## src/rtl/hyperram_arbiter.sv

```systemverilog
// hyperram_arbiter: two-port round-robin arbiter sharing one hyperram_controller.
// It issues single-cycle commands, routes read beats to the owner and reports done/err.
module hyperram_arbiter #(
  parameter int BUSY_TIMEOUT = 16,
  parameter int CNT_W = 22
) (
  input  logic               clk,
  input  logic               reset,
  input  logic [1:0]         req,
  input  logic [1:0]         we,
  input  logic [1:0]         mem_or_reg,
  input  logic [7:0]         wr_byte_en,
  input  logic [2*CNT_W-1:0] rd_num_dwords,
  input  logic [63:0]        addr,
  input  logic [63:0]        wr_d,
  output logic [1:0]         gnt,
  output logic [31:0]        rd_d,
  output logic [1:0]         rd_rdy,
  output logic [1:0]         done,
  output logic [1:0]         err,
  output logic               ctl_rd_req,
  output logic               ctl_wr_req,
  output logic               ctl_mem_or_reg,
  output logic [3:0]         ctl_wr_byte_en,
  output logic [CNT_W-1:0]   ctl_rd_num_dwords,
  output logic [31:0]        ctl_addr,
  output logic [31:0]        ctl_wr_d,
  input  logic [31:0]        ctl_rd_d,
  input  logic               ctl_rd_rdy,
  input  logic               ctl_busy
);
  localparam int TW = $clog2(BUSY_TIMEOUT + 1);
  typedef enum logic [1:0] {IDLE, ISSUE, WAIT_BUSY, ACTIVE} state_t;
  state_t state, state_n;
  logic last, owner, sel, cmd_we, cmd_mor, excess;
  logic [3:0] cmd_be;
  logic [CNT_W-1:0] cmd_num, beats;
  logic [31:0] cmd_addr, cmd_wd;
  logic [TW-1:0] tcnt;
  logic [1:0] own_oh;
  logic live, beat_in, beat_ok, fin_to, fin_act;
  assign ctl_mem_or_reg = cmd_mor;
  assign ctl_wr_byte_en = cmd_be;
  assign ctl_rd_num_dwords = cmd_num;
  assign ctl_addr = cmd_addr;
  assign ctl_wr_d = cmd_wd;
  // pulses are gated by reset so an aborted command never reports done
  always_comb begin
    sel = &req ? ~last : req[1];
    own_oh = {owner, ~owner};
    live = ~reset;
    beat_in = (state == WAIT_BUSY || state == ACTIVE) && ctl_rd_rdy && ~cmd_we;
    beat_ok = beat_in && beats != cmd_num;
    fin_to = state == WAIT_BUSY && ~ctl_busy && tcnt == TW'(BUSY_TIMEOUT);
    fin_act = state == ACTIVE && ~ctl_busy;
    state_n = state == IDLE ? ((|req && ~ctl_busy) ? ISSUE : IDLE)
            : state == ISSUE ? WAIT_BUSY
            : ctl_busy ? ACTIVE
            : (state == ACTIVE || fin_to) ? IDLE : WAIT_BUSY;
    gnt = live && state == ISSUE ? own_oh : 2'b00;
    ctl_rd_req = live && state == ISSUE && ~cmd_we;
    ctl_wr_req = live && state == ISSUE && cmd_we;
    done = live && (fin_to || fin_act) ? own_oh : 2'b00;
    err = live && (fin_to || (fin_act && (excess || (beat_in && ~beat_ok)))) ? own_oh : 2'b00;
  end
  always_ff @(posedge clk) begin
    if (reset) begin
      state <= IDLE;
      last <= 1'b1;
      owner <= 1'b0;
      cmd_we <= 1'b0;
      cmd_mor <= 1'b0;
      cmd_be <= '0;
      cmd_num <= '0;
      cmd_addr <= '0;
      cmd_wd <= '0;
      beats <= '0;
      excess <= 1'b0;
      tcnt <= '0;
      rd_rdy <= 2'b00;
      rd_d <= '0;
    end else begin
      state <= state_n;
      rd_rdy <= beat_ok ? own_oh : 2'b00;
      if (beat_ok) begin
        rd_d <= ctl_rd_d;
        beats <= beats + 1'b1;
      end
      if (beat_in && ~beat_ok) excess <= 1'b1;
      if (state == IDLE && state_n == ISSUE) begin
        owner <= sel;
        cmd_we <= we[sel];
        cmd_mor <= mem_or_reg[sel];
        cmd_be <= sel ? wr_byte_en[7:4] : wr_byte_en[3:0];
        cmd_num <= sel ? rd_num_dwords[2*CNT_W-1:CNT_W] : rd_num_dwords[CNT_W-1:0];
        cmd_addr <= sel ? addr[63:32] : addr[31:0];
        cmd_wd <= sel ? wr_d[63:32] : wr_d[31:0];
      end
      if (state == ISSUE) begin
        last <= owner;
        beats <= '0;
        excess <= 1'b0;
        tcnt <= '0;
      end
      if (state == WAIT_BUSY) tcnt <= tcnt + 1'b1;
    end
  end
endmodule

```

## config.mk

```make
export PLATFORM = sky130hd
export DESIGN_NAME = hyperram_arbiter
export DESIGN_NICKNAME = d
export VERILOG_FILES = /design/src/rtl/hyperram_arbiter.sv
export SDC_FILE = /design/constraint.sdc
export NUM_CORES = 1
export LEC_CHECK = 0
export CAP_MARGIN = 30
export CORE_MARGIN = 5
export CORE_UTILIZATION = 44
export DETAILED_ROUTE_END_ITERATION = 8
export GPL_ROUTABILITY_DRIVEN = 0
export PLACE_DENSITY = 0.85
export SLEW_MARGIN = 0
export SYNTH_ARGS = -nofsm -noshare
export SYNTH_HDL_FRONTEND = slang
export SYNTH_SLANG_ARGS = --single-unit
```

## constraint.sdc

```tcl
create_clock -name clk -period 6.3 [get_ports clk]
set_clock_uncertainty 0.15 [all_clocks]
set_input_delay 1.89 -clock clk [delete_from_list [all_inputs] [get_ports clk]]
set_output_delay 1.89 -clock clk [all_outputs]
set_load 0.01 [all_outputs]
```

==> results of run 1 <==
==> tightest hold or removal path: stages (launching register included) <==
cell	delay, ns
dfxtp_1	0.31
nand2_1	0.05
a21oi_1	0.05
==> how the worst min path moves through the flow <==
stage               end  slack [ns]      from
2_1_floorplan      last        0.29      last
3_3_place_gp   rd_d[31]        0.29  rd_d[31]
3_5_place_dp   rd_d[20]        0.30  rd_d[20]
4_1_cts         rd_d[1]        0.30   rd_d[1]
5_1_grt         rd_d[3]        0.32   rd_d[3]
6_report       rd_d[22]        0.30  rd_d[22]
==> through the flow <==
stage / instances / hold WS [ns]
final: 1341 / 0.303
after global routing: 1341 / 0.323
after CTS: 1340 / 0.305
after detailed placement: 1308 / 0.296
after global placement: 1308 / 0.291
after floorplan: 788 / 0.290
==> placed cells by master (no fill, tap or decap), drive strengths merged, types with 2 or more instances in the layout <==
cell type,n
nor3,5
ha,7
xnor2,28
nor2b,3
clkinv,5
and3,2
a31oi,4
o31ai,3
xor2,2
dfxtp,158
or4,4
nor3b,3
a21oi,45
or3,5
a21o,2
nor4,2
clkbuf,20
clkinvlp,2
nand3,6
a211oi,93
a41o,5
nand2b,4
nor2,121
clkdlybuf4s50,353
buf,13
bufinv,4
mux2i,98
and2,2
inv,12
a21boi,2
and4,2
nand2,86
a2111oi,2
o211ai,2
nand4,13
==> layout make-up <==
class | instances | area, um2
clock buffers | 20 | 437
clock inverters | 12 | 188
fillers | 1177 | 4420
inverters | 11 | 41.3
multi-input cells | 558 | 3670
flip-flops and latches | 158 | 3160
well taps | 216 | 270
repair buffers | 366 | 3690
==> kinds of logic (layout without fill, tap and decap cells) <==
family          after synthesis  in the layout  share of synthesized area (%)
fa+ha+maj                     7              7                           1.23
flops                       158            158                           44.4
xor+xnor                     30             30                           3.69
mux                          98             98                           13.8
buf+inv                      72            409                           4.38
compound gates              163            163                           15.9
simple gates                260            260                           16.6
==> power groups by stage <==
stage	Combinational [mW]	Sequential [mW]	Clock, mW
5_1_grt	0.757	1.15	1.14
4_1_cts	0.704	1.14	1.10
3_3_place_gp	0.689	1.15	0
3_5_place_dp	0.698	1.16	0
6_report	0.701	1.14	1.08
2_1_floorplan	0.284	1.19	0
==> per-layer routing <==
metal  part of all wire [%]  track usage, %  routed length, um
met5                      0               0                  0
met1                     35            25.3               8550
met4                    2.4            9.48                569
met2                     53            45.3              12800
met3                    9.0            9.39               2170
==> reports/metrics.yaml, run 1 <==
worst_setup_path:
  path_cells: "clkdlybuf4s50_1 -> nand4bb_1 -> a2bb2oi_2 -> nor3_1 -> nor2b_1 -> clkdlybuf4s50_1"
  crit_family: "buffers and inverters"
  r2r-start: "state[0]"
  slowest_stage: "clkdlybuf4s50_1"
  setup.worst_path.class: "input port to output port"
  r2r.worst_path.cells: 9
  path_buf_inv: 2
  path_depth: 6
  critical_path.most_common_cell: "clkdlybuf4s50_1"
  reg2reg_setup_slack_ns: 3.27
  start_kind: "input port"
  cpPeakStageDelay_ns: 0.54
  cp_max_fo: 4
  crit_start: "ctl_busy"
  worstSetupEndpoint: "err[0]"
  required_ns: 4.26
  crit_arrival_ns: 3.60
  endpoint_kind: "output port"
  reg2reg_to: "ctl_wr_d[1]"
yosys:
  synth_area_leader_cell: "dfxtp_1"
  post-synth-top-count-cell: "dfxtp_1"
  synth.area.top_cells: "dfxtp_1, mux2i_1, a211oi_1, nor2_1, nand2_1"
  yosysWarnings: 0
  ys_types: 47
  synth_area_per_cell_um2: 9.03
  syn_area_um2: 7120
  syn_nets: 1017
  synth_enable_flop_cells: 0
  synthArstFlopShare_pct: 0
  ys_ff_latch: 158
  syn_inst: 788
  netlist.area_leader.share_pct: 44.4
  synth_top_cells_by_count: "dfxtp_1, nor2_1, mux2i_1, a211oi_1, nand2_1"
  seq_area_frac_synth_pct: 44.4
  synth_ff_type: "dfxtp_1"
global_route:
  grt_overflow: 0
  grt_max_degree: 84
  grt_use_total_pct: 24.7
  grt_pass1_wl_mm: 35.9
  grt_pass1_vias: 6953
  antenna_found_initial: 0
power_and_ir_drop:
  power.leakage_nw: 4.09
  clockPowerShare_pct: 37.1
  internal_power_mw: 2.13
  power.density_nw_per_um2: 255
  ir_drop_uv: 185
  switching_share_pct: 27.0
  power.switching_mw: 0.786
  p_total_mw: 2.92
  seqPwrFrac_pct: 38.9
  p_comb_share_pct: 24.0
placed_design:
  dpl.hpwl_mm: 18.4
  placed_area_um2: 10800
  port_buffers: 354
  pre_cts_slack_ns: 0.669
outcome:
  status: "completed"
clock_tree:
  clk_latency_ns: 0.42
  cts.htree.levels: 4
  cts-hold-fix-buffers: 0
  cts_sinks: 158
  cts_setup_buffers: 0
  cts_made_buffers: 17
  cts-root-buf: "clkbuf_16"
  cts_tree: "yes"
  cts_resized: 0
  cts_max_path_buffers: 2
  clk_pin_slew_ns: 0.06
timing:
  period_needed_ns: 5.64
  slew_viol_final: 0
  post-route-period-util_pct: 89.4
  finalSetupTns_ns: 0
  rsz0062_at_grt: "false"
  worst_pin_slew_ns: 0.941
  slew_headroom_pct: 37.1
  fmax_mhz: 177
  final-hold-violation-count: 0
  setup_violations: 0
  fin_ws_ns: 0.665
cells_and_area:
  drive_above_1_share_pct: 4.89
  final_util_pct: 72.2
  fin_nets: 1341
  areaGrowthSynthToFinish_pct: 61.0
  final_area_um2: 11500
  diodes: 0
drt:
  wl_per_cell_um: 18.0
  drtAntennaViolNets: 0
  routed-via-count: 6941
  routed_wl_mm: 24.1
  drt_first_pass_iters: 6
  drt_iter0_markers: 331
  drt-vias-per-instance: 5.18
  drc_errors: 0
floorplan:
  start_util_pct: 44.8
  rows: 46
  die_w_um: 137
  ios: 355
  die_h_um: 137
  dieArea_um2: 18800
  core-area_um2: 15900
job:
  max_cap_viol_count: 0
worst_hold_path:
  hold_path.class: "flip-flop to flip-flop"
  holdPathStages: 2
Note: power is estimated with default switching activity, not from simulation.
==> run 2: changes to the inputs <==
Settings changed: CAP_MARGIN 30 to default, PLACE_DENSITY 0.85 to 0.87, SETUP_SLACK_MARGIN from default to 0.4.
==> run 2 against run 1 <==
Against the previous run: utilization shrank 0.30 points; clock-buffer cell count fell by 3; first-iteration DRC count up 15%; sequential cell count unchanged; via count rose by 0.20%; sequential share of layout area grew 0.11 points; worst setup slack got worse by 0.055 ns; cell area is 0.41% lower; non-clock buffer count down 2; maximum frequency decreased by 0.97%; worst hold slack better by 0.0024 ns; wire length grew 1.7%; critical path type unchanged; largest cell class is now multi-input gates.
==> reports/metrics.yaml, run 2 (synthesized netlist as in run 1, its figures left out) <==
cells_and_area:
  drive_above_1_share_pct: 4.99  # +0.098 points
  areaGrowthSynthToFinish_pct: 60.3
  diodes: 0  # unchanged
  final_area_um2: 11400  # -0.41%
  layout_common_cells: "clkdlybuf4s50_1, dfxtp_1, nor2_1"
  final_util_pct: 71.9  # -0.30 points
  fin_nets: 1339  # -0.15%
  final_common_cell: "clkdlybuf4s50_1"
timing:
  post-route-period-util_pct: 90.3  # +0.87 points
  rsz0062_at_grt: "false"
  finalSetupTns_ns: 0  # unchanged
  fmax_mhz: 176  # -0.97%
  setup_violations: 0  # unchanged
  slew_headroom_pct: 31.3  # -5.8 points
  worst_pin_slew_ns: 1.03  # +0.0856 ns
  slew_viol_final: 0  # unchanged
  period_needed_ns: 5.69  # +0.0550 ns
  final-hold-violation-count: 0  # unchanged
  whs_ns: 0.305  # +0.00240 ns
floorplan:
  ios: 355  # unchanged
  die_h_um: 137  # unchanged
  die_w_um: 137  # unchanged
  dieArea_um2: 18800  # unchanged
  rows: 46  # unchanged
  core-area_um2: 15900  # unchanged
  start_util_pct: 44.8  # unchanged
clock_tree:
  cts-root-buf: "clkbuf_16"
  cts_sinks: 158  # unchanged
  cts.htree.levels: 4  # unchanged
  cts_resized: 0  # unchanged
  clk_pin_slew_ns: 0.07  # about the same
  cts_max_path_buffers: 2  # unchanged
  cts_tree: "yes"
  clk_latency_ns: 0.42  # about the same
  cts_made_buffers: 17  # unchanged
  cts_setup_buffers: 0  # unchanged
  cts-hold-fix-buffers: 0  # unchanged
outcome:
  status: "completed"
worst_setup_path:
  slowest_stage: "clkdlybuf4s50_1"
  crit_arrival_ns: 3.65  # +0.05 ns
  critical_path.most_common_cell: "clkdlybuf4s50_1"
  start_kind: "input port"
  cpPeakStageDelay_ns: 0.56  # +0.02 ns
  setup.worst_path.class: "input port to output port"
  path_cells: "clkdlybuf4s50_1 -> nand4bb_1 -> a2bb2oi_2 -> nor3_1 -> nor2b_1 -> clkdlybuf4s50_1"
  required_ns: 4.26  # about the same
  path_buf_inv: 2  # unchanged
  endpoint_kind: "output port"
  crit_family: "buffers and inverters"
  cp_max_fo: 4  # unchanged
global_route:
  grt_pass1_wl_mm: 36.3  # +1.1%
  antenna_found_initial: 0  # unchanged
  grt_use_total_pct: 25.1  # +0.36 points
  grt_pass1_vias: 6971  # +0.26%
  grt_overflow: 0  # unchanged
  grt_max_degree: 119  # +42%
drt:
  routed_wl_mm: 24.5  # +1.7%
  drc_errors: 0  # unchanged
  drt_iter0_markers: 379  # +15%
  drtAntennaViolNets: 0  # unchanged
  drt_first_pass_iters: 4  # -2
  wl_per_cell_um: 18.3  # +1.9%
  routed-via-count: 6955  # +0.20%
  drt-vias-per-instance: 5.19  # +0.35%
placed_design:
  dpl.hpwl_mm: 18.7  # +1.6%
  port_buffers: 354  # unchanged
  placed_area_um2: 10800  # -0.19%
worst_hold_path:
  hold_path.class: "flip-flop to flip-flop"
power_and_ir_drop:
  power.density_nw_per_um2: 256  # +0.60%
  power.leakage_nw: 4.07  # -0.38%
  ir_drop_uv: 196  # +6.0%
job:
  max_cap_viol_count: 0  # unchanged
==> run 2: cell types whose count changed in the layout (fill, tap and decap cells not counted), sizes merged <==
cell / before / now
inv: 12 / 19
clkbuf: 20 / 17
clkinv: 5 / 2
buf: 13 / 11
bufinv: 4 / 3
==> run 2: path summary, 6_finish.rpt <==
check	depth (start not counted)	slack [ns]	to	from
min reg2reg	2	0.31	rd_d[29]	rd_d[29]
min	2	0.31	rd_d[29]	rd_d[29]
max	6	0.61	err[0]	ctl_busy
max reg2reg	10	3.58	beats[17]	state[0]
==> run 2: per-layer routing <==
layer | up-vias | wire length, um | track usage (%)
li1 | 3443 | - | -
met1 | 3259 | 8710 | 25.6
met2 | 227 | 13300 | 47.7
met3 | 26 | 2140 | 9.39
met4 | 0 | 361 | 6.60
met5 | - | 0 | 0
==> run 2: layout make-up <==
type,instances,area (um2)
Inverter,11,41.3
Multi-Input combinational cell,558,3670
Tap cell,216,270
Fill cell,1187,4470
Timing Repair Buffer,364,3640
Clock inverter,15,199
Clock buffer,17,425
Sequential cell,158,3160
==> run 2: through the flow <==
step                      worst slack, ns  power [mW]  cells
after floorplan                      1.43        1.47    788
after global placement              0.672        1.84   1307
after detailed placement            0.643        1.85   1307
after CTS                           0.642        2.95   1339
after global routing                0.486        3.05   1339
final                               0.610        2.92   1339
==> run 2: report_power, final <==
| group | leakage [nW] | internal, mW | switching [mW] |
|---|---|---|---|
| Combinational | 2.48 | 0.378 | 0.320 |
| Sequential | 1.29 | 1.08 | 0.0535 |
| Clock | 0.301 | 0.638 | 0.452 |
==> run 2: tightest hold or removal path: stages (launching register included) <==
cell     delay [ns]
dfxtp_1        0.31
nand2_1        0.05
a21oi_1        0.05
==> run 3: changes to the inputs <==
--- a/config.mk
+++ b/config.mk
@@ -9,5 +9,4 @@
 export CORE_UTILIZATION = 44
 export DETAILED_ROUTE_END_ITERATION = 8
-export GPL_ROUTABILITY_DRIVEN = 0
 export PLACE_DENSITY = 0.87
 export SETUP_SLACK_MARGIN = 0.4
==> constraint.sdc (replaced) <==
create_clock -name clk -period 6.3 [get_ports clk]
set_clock_uncertainty 0.15 [all_clocks]
set_input_delay 1.575 -clock clk [delete_from_list [all_inputs] [get_ports clk]]
set_output_delay 1.575 -clock clk [all_outputs]
set_load 0.01 [all_outputs]
==> run 3 against run 2 <==
Against the previous run: via count down 0.42%; critical endpoint unchanged; global-route usage down 0.39 points; wire length down 1.6%; largest power group unchanged.
==> reports/metrics.yaml, run 3 (synthesized netlist as in run 1, its figures left out) <==
outcome:
  status: "completed"
timing:
  finalSetupTns_ns: 0  # unchanged
  final-hold-violation-count: 0  # unchanged
  post-route-period-util_pct: 81.2  # -9.2 points
  fin_ws_ns: 1.19  # +0.578 ns
  slew_headroom_pct: 15.9  # -15 points
  setup_violations: 0  # unchanged
  worst_pin_slew_ns: 1.26  # +0.232 ns
  fmax_mhz: 196  # +11%
  period_needed_ns: 5.11  # -0.578 ns
  slew_viol_final: 0  # unchanged
  rsz0062_at_grt: "false"
clock_tree:
  clk_pin_slew_ns: 0.06  # about the same
  cts-hold-fix-buffers: 0  # unchanged
  clk_latency_ns: 0.42  # about the same
  cts_resized: 0  # unchanged
  cts.htree.levels: 4  # unchanged
  cts_setup_buffers: 0  # unchanged
  cts_sinks: 158  # unchanged
  cts_tree: "yes"
  cts-root-buf: "clkbuf_16"
  cts_max_path_buffers: 2  # unchanged
  cts_made_buffers: 17  # unchanged
floorplan:
  rows: 46  # unchanged
  core-area_um2: 15900  # unchanged
  die_w_um: 137  # unchanged
  die_h_um: 137  # unchanged
  start_util_pct: 44.8  # unchanged
  dieArea_um2: 18800  # unchanged
  ios: 355  # unchanged
drt:
  routed_wl_mm: 24.1  # -1.6%
  drt_first_pass_iters: 4  # unchanged
  drtAntennaViolNets: 0  # unchanged
  routed-via-count: 6926  # -0.42%
  drt-vias-per-instance: 5.19  # -0.12%
  drt_iter0_markers: 315  # -17%
  wl_per_cell_um: 18.1  # -1.3%
  drc_errors: 0  # unchanged
placed_design:
  place.gp.congestion: 0.835
  pre_cts_slack_ns: 1.23  # +0.586 ns
  dpl.hpwl_mm: 18.3  # -2.4%
  port_buffers: 354  # unchanged
global_route:
  grt_max_degree: 119  # unchanged
  grt_use_total_pct: 24.7  # -0.39 points
  antenna_found_initial: 0  # unchanged
  grt_overflow: 0  # unchanged
  grt_pass1_wl_mm: 36.1  # -0.65%
  grt_pass1_vias: 6942  # -0.42%
cells_and_area:
  drive_above_1_share_pct: 4.65  # -0.34 points
  areaGrowthSynthToFinish_pct: 59.2
  fin_nets: 1335  # -0.30%
  final_common_cell: "clkdlybuf4s50_1"
  diodes: 0  # unchanged
  layout_common_cells: "clkdlybuf4s50_1, dfxtp_1, nor2_1"
worst_setup_path:
  worstSetupEndpoint: "err[0]"
  required_ns: 4.58  # +0.32 ns
  endpoint_kind: "output port"
  r2r-start: "state[0]"
  r2r.worst_path.cells: 8  # -2
  crit_start: "ctl_busy"
  cp_max_fo: 4  # unchanged
  setup.worst_path.class: "input port to output port"
  start_kind: "input port"
  crit_arrival_ns: 3.39  # -0.26 ns
  reg2reg_to: "beats[21]"
  reg2reg_setup_slack_ns: 3.25  # -0.33 ns
worst_hold_path:
  hold_start: "rd_d[5]"
  hold_path.class: "flip-flop to flip-flop"
power_and_ir_drop:
  power.density_nw_per_um2: 249  # -2.9%
  ir_drop_uv: 203  # +3.6%
  p_total_mw: 2.82  # -3.6%
  power.leakage_nw: 4.02  # -1.3%
job:
  max_cap_viol_count: 0  # unchanged
## run 3: per-layer routing
layer / track usage (%) / vias to the layer above / part of all wire, %
met5: 0 / - / 0
met4: 8.70 / 0 / 2.5
met3: 8.33 / 43 / 8.5
met2: 45.2 / 251 / 52
met1: 26.3 / 3203 / 36
li1: - / 3429 / -
## run 3: final cells by class
cell class / count / area (um2)
clock buffer: 18 / 439
clock inverter: 14 / 135
fill: 1181 / 4550
inverter: 11 / 41.3
multi-input combinational: 558 / 3670
sequential: 158 / 3160
tap: 216 / 270
timing repair buffer: 360 / 3610
## run 3: worst min path at each step
stage | endpoint | slack (ns) | cells after the start
4_1_cts | rd_d[26] | 0.30 | 2
3_3_place_gp | rd_d[24] | 0.29 | 2
3_5_place_dp | rd_d[27] | 0.30 | 2
2_1_floorplan | last | 0.29 | 2
6_report | rd_d[5] | 0.30 | 2
5_1_grt | rd_d[27] | 0.32 | 2
## run 3: metrics by stage
stage          instances  hold slack, ns  utilization (%)  instance area (um2)
2_1_floorplan        788           0.290                -                 7120
3_3_place_gp        1303           0.291             67.7                10800
3_5_place_dp        1303           0.296             67.7                10800
4_1_cts             1335           0.305             71.4                11300
5_1_grt             1335           0.324             71.4                11300
6_report            1335           0.304             71.4                11300
## run 3: power by group
part	total, mW	switching (mW)	internal (mW)
Clock	0.992	0.431	0.561
Sequential	1.14	0.0545	1.08
Combinational	0.691	0.315	0.376
Total	2.82	0.801	2.02
## run 3: critical path: stages
cell             delay (ns)
clkdlybuf4s50_1        0.43
nand4bb_1              0.26
a2bb2oi_2              0.19
nor3_1                 0.18
nor2b_1                0.18
clkdlybuf4s50_1        0.57
